==> src/rtl/adder_bist_pkg.sv <==
// Shared types and constants for the adder BIST engine.
package adder_bist_pkg;

  typedef enum logic [1:0] {
    ST_IDLE   = 2'd0,
    ST_SETTLE = 2'd1,
    ST_CHECK  = 2'd2,
    ST_FINISH = 2'd3
  } state_t;

  localparam int ERR_W = 16;

  // One vector is {a, b, cin}: two operands plus the carry-in bit.
  function automatic int vec_width(input int width);
    return 2 * width + 1;
  endfunction

endpackage

==> src/rtl/adder_bist_checker.sv <==
// Golden-sum compare, saturating mismatch counter and first-failure capture.
module adder_bist_checker
  import adder_bist_pkg::*;
#(
  parameter int WIDTH = 4
) (
  input  logic               clk,
  input  logic               rst_n,
  input  logic               clear,
  input  logic               check,
  input  logic [2*WIDTH:0]   vec,
  input  logic [WIDTH-1:0]   dut_sum,
  input  logic               dut_cout,
  output logic               mismatch,
  output logic [ERR_W-1:0]   err_count,
  output logic               fail_valid,
  output logic [2*WIDTH:0]   fail_vec
);

  localparam int VW = vec_width(WIDTH);

  logic [WIDTH-1:0] op_a;
  logic [WIDTH-1:0] op_b;
  logic             op_cin;
  logic [WIDTH:0]   exp_total;

  assign op_a   = vec[VW-1 -: WIDTH];
  assign op_b   = vec[WIDTH:1];
  assign op_cin = vec[0];

  // Golden sum kept at WIDTH+1 bits so the carry-out is compared too.
  always_comb begin
    exp_total = {1'b0, op_a} + {1'b0, op_b} + {{WIDTH{1'b0}}, op_cin};
    mismatch  = ({dut_cout, dut_sum} != exp_total);
  end

  // Result registers: cleared on run start, updated at the end of each CHECK cycle.
  always_ff @(posedge clk or negedge rst_n) begin
    if (!rst_n) begin
      err_count  <= '0;
      fail_valid <= 1'b0;
      fail_vec   <= '0;
    end else if (clear) begin
      err_count  <= '0;
      fail_valid <= 1'b0;
      fail_vec   <= '0;
    end else if (check && mismatch) begin
      if (err_count != {ERR_W{1'b1}}) begin
        err_count <= err_count + 1'b1;
      end
      if (!fail_valid) begin
        fail_valid <= 1'b1;
        fail_vec   <= vec;
      end
    end
  end

endmodule

==> src/rtl/adder_bist.sv <==
// Exhaustive stimulus/response BIST engine for a WIDTH-bit adder.
//
//   state     | meaning
//   ----------+-----------------------------------------------------
//   ST_IDLE   | waiting for start; operands and results hold
//   ST_SETTLE | current vector driven, counting down the settle time
//   ST_CHECK  | adder outputs sampled and compared against golden
//   ST_FINISH | done pulse; busy drops at the end of this cycle
module adder_bist
  import adder_bist_pkg::*;
#(
  parameter int WIDTH  = 4,
  parameter int SETTLE = 1
) (
  input  logic               clk,
  input  logic               rst_n,
  input  logic               start,
  output logic [WIDTH-1:0]   dut_a,
  output logic [WIDTH-1:0]   dut_b,
  output logic               dut_cin,
  input  logic [WIDTH-1:0]   dut_sum,
  input  logic               dut_cout,
  output logic               busy,
  output logic               done,
  output logic               pass,
  output logic [ERR_W-1:0]   err_count,
  output logic               fail_valid,
  output logic [2*WIDTH:0]   fail_vec
);

  localparam int VW = vec_width(WIDTH);
  localparam int CW = (SETTLE > 1) ? $clog2(SETTLE) : 1;

  state_t          state;
  logic [VW-1:0]   vec;
  logic [CW-1:0]   settle_cnt;
  logic            accept;
  logic            checking;
  logic            mismatch;

  // The vector register is the operand register: {a, b, cin} with cin as LSB.
  assign {dut_a, dut_b, dut_cin} = vec;

  assign accept   = (state == ST_IDLE) && start;
  assign checking = (state == ST_CHECK);

  // Sequencer: walks every vector, holding each for SETTLE cycles plus one check cycle.
  always_ff @(posedge clk or negedge rst_n) begin
    if (!rst_n) begin
      state      <= ST_IDLE;
      vec        <= '0;
      settle_cnt <= '0;
      busy       <= 1'b0;
      done       <= 1'b0;
      pass       <= 1'b0;
    end else begin
      case (state)
        ST_IDLE: begin
          done <= 1'b0;
          if (start) begin
            vec        <= '0;
            settle_cnt <= CW'(SETTLE - 1);
            busy       <= 1'b1;
            pass       <= 1'b0;
            state      <= ST_SETTLE;
          end
        end
        ST_SETTLE: begin
          if (settle_cnt == '0) begin
            state <= ST_CHECK;
          end else begin
            settle_cnt <= settle_cnt - 1'b1;
          end
        end
        ST_CHECK: begin
          if (vec == {VW{1'b1}}) begin
            // The final compare lands on this same edge, so fold it into pass here.
            done  <= 1'b1;
            pass  <= (err_count == '0) && !mismatch;
            state <= ST_FINISH;
          end else begin
            vec        <= vec + 1'b1;
            settle_cnt <= CW'(SETTLE - 1);
            state      <= ST_SETTLE;
          end
        end
        ST_FINISH: begin
          done  <= 1'b0;
          busy  <= 1'b0;
          state <= ST_IDLE;
        end
        default: begin
          state <= ST_IDLE;
        end
      endcase
    end
  end

  adder_bist_checker #(
    .WIDTH (WIDTH)
  ) u_checker (
    .clk        (clk),
    .rst_n      (rst_n),
    .clear      (accept),
    .check      (checking),
    .vec        (vec),
    .dut_sum    (dut_sum),
    .dut_cout   (dut_cout),
    .mismatch   (mismatch),
    .err_count  (err_count),
    .fail_valid (fail_valid),
    .fail_vec   (fail_vec)
  );

endmodule

==> config.mk <==
export PLATFORM = sky130hd
export DESIGN_NAME = adder_bist
export DESIGN_NICKNAME = d
export VERILOG_FILES = /design/src/rtl/adder_bist_pkg.sv /design/src/rtl/adder_bist_checker.sv /design/src/rtl/adder_bist.sv
export SDC_FILE = /design/constraint.sdc
export NUM_CORES = 1
export LEC_CHECK = 0
export CORE_ASPECT_RATIO = 1.5
export CORE_MARGIN = 2
export CORE_UTILIZATION = 49
export CTS_BUF_LIST = sky130_fd_sc_hd__clkbuf_2 sky130_fd_sc_hd__clkbuf_4 sky130_fd_sc_hd__clkbuf_8
export DETAILED_ROUTE_END_ITERATION = 7
export PLACE_DENSITY = 0.79
export RECOVER_POWER = 100
export SLEW_MARGIN = 20
export SYNTH_ARGS = -nofsm -noshare
export SYNTH_HDL_FRONTEND = slang
export SYNTH_SLANG_ARGS = --single-unit
==> constraint.sdc <==
create_clock -name clk -period 2.6 [get_ports clk]
set_input_delay 0.39 -clock clk [delete_from_list [all_inputs] [get_ports clk]]
set_output_delay 0.39 -clock clk [all_outputs]
set_load 0.05 [all_outputs]
==> results.md <==
* Drt drc at 0
* TritonCTS clock tree: done
* Tot Pwr at 2.54 mW
* FF/Latch Area at 1000 µm²
* Drt pass-1 iters at 4
* Max-slew violation total from the final report at 41
* Fin Setup TNS at -0.00387 ns
* Initial Util at 49.9%
* Crit path max-delay family: adder cells
* Setup violations, final at 1
* Hold_ws at 0.518 ns
* # IOs at 46
* Failing checks: max-capacitance violations, max-slew violations, negative setup slack
* Number of port buffers at 45
* Layout Skew at 0.00563 ns
* Mean Syn Cell Area at 9.09 µm²
* RSZ-0062 raised after global routing: yes
* Synth unique cells at 44
* YS warnings at 0
* Area grow syn2layout at 39.4%
* Synth top area share at 42.0%
* Root buffer cell: clkbuf_8
* Pwr dens at 766 nW/µm²
* #FFs+latches synth at 40
* Total Nets Final at 348
* Worst Setup Start Kind: flop
* GRT overflow at 0
* Vias per cell at 5.92
* DRT antenna net count at 0
* Measured slew at the worst slew-check pin at 2.20 ns
* Total CTS buffers at 5
* VDD IR-drop max at 544 µV
* # fillers at 383
* Slowest stage cell, crit path: fa_2
* Required time of the worst setup path at 2.84 ns
* Worst reg-to-reg path cell count at 11
* CP max stage delay at 0.43 ns
* DP Worst Slack at -0.0627 ns
* WP buf/inv at 4
* Fin crit share at 100%
* H-Tree Level Count at 2
* Hold Fails Final Rpt at 0
* Worst rel slew slack at -46.6%
* Worst Setup End Kind: flop
* Top cells by area, synth: dfrtp_1, ha_1, nand2_1
* Area occupied by multi-input gates at 1390 µm²
* Non-Filler Instances at 395
* EDFF count, synth at 0
* Register area share after synthesis at 42.0%
* Die Y at 89.4 µm
* Bufs on Longest Clock Path at 2
* Std cell rows at 31
* Cell depth of the worst hold path at 2
* Min Tclk post-route at 2.60 ns
* Run status: finished, violations left
* Max_cap viols at 1
* Die width at 60.9 µm
* Placed cells at 380
* Synth Instances at 262
* DPL Wire Length at 4.52 mm
* FF-to-FF End: u_checker.fail_vec[8]$_DFFE_PN0P_
* Largest net degree at the start of global routing at 41
* Post-synth top flop: dfrtp_1
* Worst-path clk slew at 0.08 ns
* Ys async rst share at 100%
* All-Layer GR Usage at 24.5%
* Critical Path Fanout Max at 9
* Die area at 5440 µm²
* RD Place Congestion at 0.901
* Cell Area, Synth at 2380 µm²
* Reg2reg start: vec[5]$_DFFE_PN0P_
* Critical setup path kind: flop to flop
* Worst R2R Setup Slack at -0.004 ns
* Vias in the first global route at 2,179
* Hold path start: done$_DFFE_PN0P_
* Layout cell share with drive strength beyond 1 at 20.7%
* ANT cells at 0
* Worst-Skew Late Latency at 0.31 ns
* CP arrival at 2.84 ns
* Synth area leader: dfrtp_1
* Leak pwr at 1.45 nW
* TritonCTS Sinks at 40
* Hold Path Class: flop to flop
* Max Freq at 384 MHz
* Final WL at 6.61 mm
* Worst-path cell chain: inv_2 > fa_2 > inv_2 > fa_2 > xor2_1 > or3_4 > o311ai_4 > buf_6 > clkbuf_16 > nand3_2 > o21ai_1
* Initial drt markers at 184
* Core box area at 4770 µm²
* DR vias at 2,340
* Initial antenna violation count at 0
* Per-cell routed wire length at 16.7 µm
* Syn_nets at 282
* Hold Path Sink: done$_DFFE_PN0P_
* First-pass GRT wire length at 10.1 mm
* Worst Slack Setup Final at -0.00387 ns
state kept, by name, summed over array words and instances, names as in the netlist:
| signal | count |
|---|---|
| state | 2 |
| u_checker.fail_vec | 9 |
| pass | 1 |
| busy | 1 |
| u_checker.err_count | 16 |
| u_checker.fail_valid | 1 |
| done | 1 |
| vec | 9 |
worst max path at each step:
| stage | from | slack, ns | cells past startpoint | end |
|---|---|---|---|---|
| 4_1_cts | vec[5]$_DFFE_PN0P_ | 0.005 | 8 | pass$_DFFE_PN0P_ |
| 5_1_grt | vec[5]$_DFFE_PN0P_ | -0.1 | 10 | u_checker.err_count[8]$_DFFE_PN0P_ |
| 3_3_place_gp | vec[5]$_DFFE_PN0P_ | 0.04 | 10 | u_checker.fail_valid$_DFFE_PN0P_ |
| 6_report | vec[5]$_DFFE_PN0P_ | -0.004 | 11 | u_checker.fail_vec[8]$_DFFE_PN0P_ |
| 3_5_place_dp | vec[5]$_DFFE_PN0P_ | -0.06 | 9 | pass$_DFFE_PN0P_ |
| 2_1_floorplan | vec[5]$_DFFE_PN0P_ | -0.18 | 10 | u_checker.fail_vec[0]$_DFFE_PN0P_ |
Yosys cell counts, types with 3 or more instances:
cell type / number
a21oi_1: 20
clkbuf_1: 8
dfrtp_1: 40
ha_1: 10
inv_1: 12
mux2i_1: 3
nand2_1: 29
nand3_1: 21
nand4_1: 5
nor2_1: 11
nor4_1: 3
o211ai_1: 5
o21ai_0: 21
o22ai_1: 3
o31ai_1: 7
or3_1: 14
or4_1: 8
xnor2_1: 7
xor2_1: 3
layout make-up:
type	count	share of cell area [%]
Clock buffer	6	2.30
Clock inverter	2	1.06
Inverter	12	1.36
Multi-Input combinational cell	198	41.7
Sequential cell	40	30.3
Tap cell	66	2.49
Timing Repair Buffer	71	20.8
cell usage in the layout (no fill, tap or decap), types with 3 or more instances in the layout:
| cell type | count |
|---|---|
| dfrtp_1 | 37 |
| dlygate4sd3_1 | 32 |
| nand2_1 | 29 |
| buf_4 | 18 |
| a21oi_1 | 17 |
| or3_1 | 13 |
| nand3_1 | 12 |
| clkdlybuf4s50_1 | 12 |
| nor2_1 | 11 |
| o21ai_0 | 10 |
| ha_1 | 10 |
| nand3_2 | 9 |
| o21ai_1 | 9 |
| inv_1 | 8 |
| or4_1 | 8 |
| xnor2_1 | 5 |
| o31ai_1 | 5 |
| nand4_1 | 5 |
| o211ai_1 | 5 |
| clkbuf_8 | 5 |
| inv_2 | 4 |
| xor2_1 | 3 |
| a21oi_2 | 3 |
| o22ai_1 | 3 |
| mux2i_1 | 3 |
| nor4_1 | 3 |
| clkbuf_1 | 3 |
| buf_6 | 3 |
| dfrtp_2 | 3 |
tightest hold or removal path, stage by stage, from the launching register on:
cell and delay (ns):
dfrtp_1 0.37, nand2_1 0.05, o21ai_0 0.06
per-layer routing:
metal	track usage, %	routed length, µm	up-vias
met4	8.89	149	0
met1	28.2	2540	1151
li1	-	-	1097
met2	44.6	3670	74
met5	0	0	-
met3	3.91	252	18
report_power, final:
part	switching (mW)	internal, mW	total, mW
Combinational	0.784	0.447	1.23
Clock	0.236	0.296	0.532
Sequential	0.0750	0.705	0.780
logic make-up (layout without fill, tap and decap cells):
family                   after synthesis  after routing  synth area share, %
adder cells (fa/ha/maj)               12             12                 6.94
buffers and inverters                 24             91                 4.20
AO/OA/AOI/OAI                         62             62                 16.0
multiplexers                           3              3                 1.26
flip-flops                            40             40                 42.0
XOR/XNOR                              10             10                 3.68
AND/OR/NAND/NOR                      111            111                 25.9
through the flow:
step                cell area (µm²)  util (%)
CTS                            3170      66.4
finish                         3320      69.6
global route                   3320      69.6
detailed placement             3030      63.6
global placement               3030      63.6
floorplan                      2420         -
what timing repair did:
| action | 4_1_cts | 5_1_grt |
|---|---|---|
| buffers inserted | 0 | 5 |
| hold buffers | 0 | 0 |
| gates resized for setup | 5 | 22 |
| setup endpoints to repair | 9 | 26 |
| pin swaps | 1 | 11 |
| gates cloned | 0 | 2 |
(Power assumes the default switching activity.)
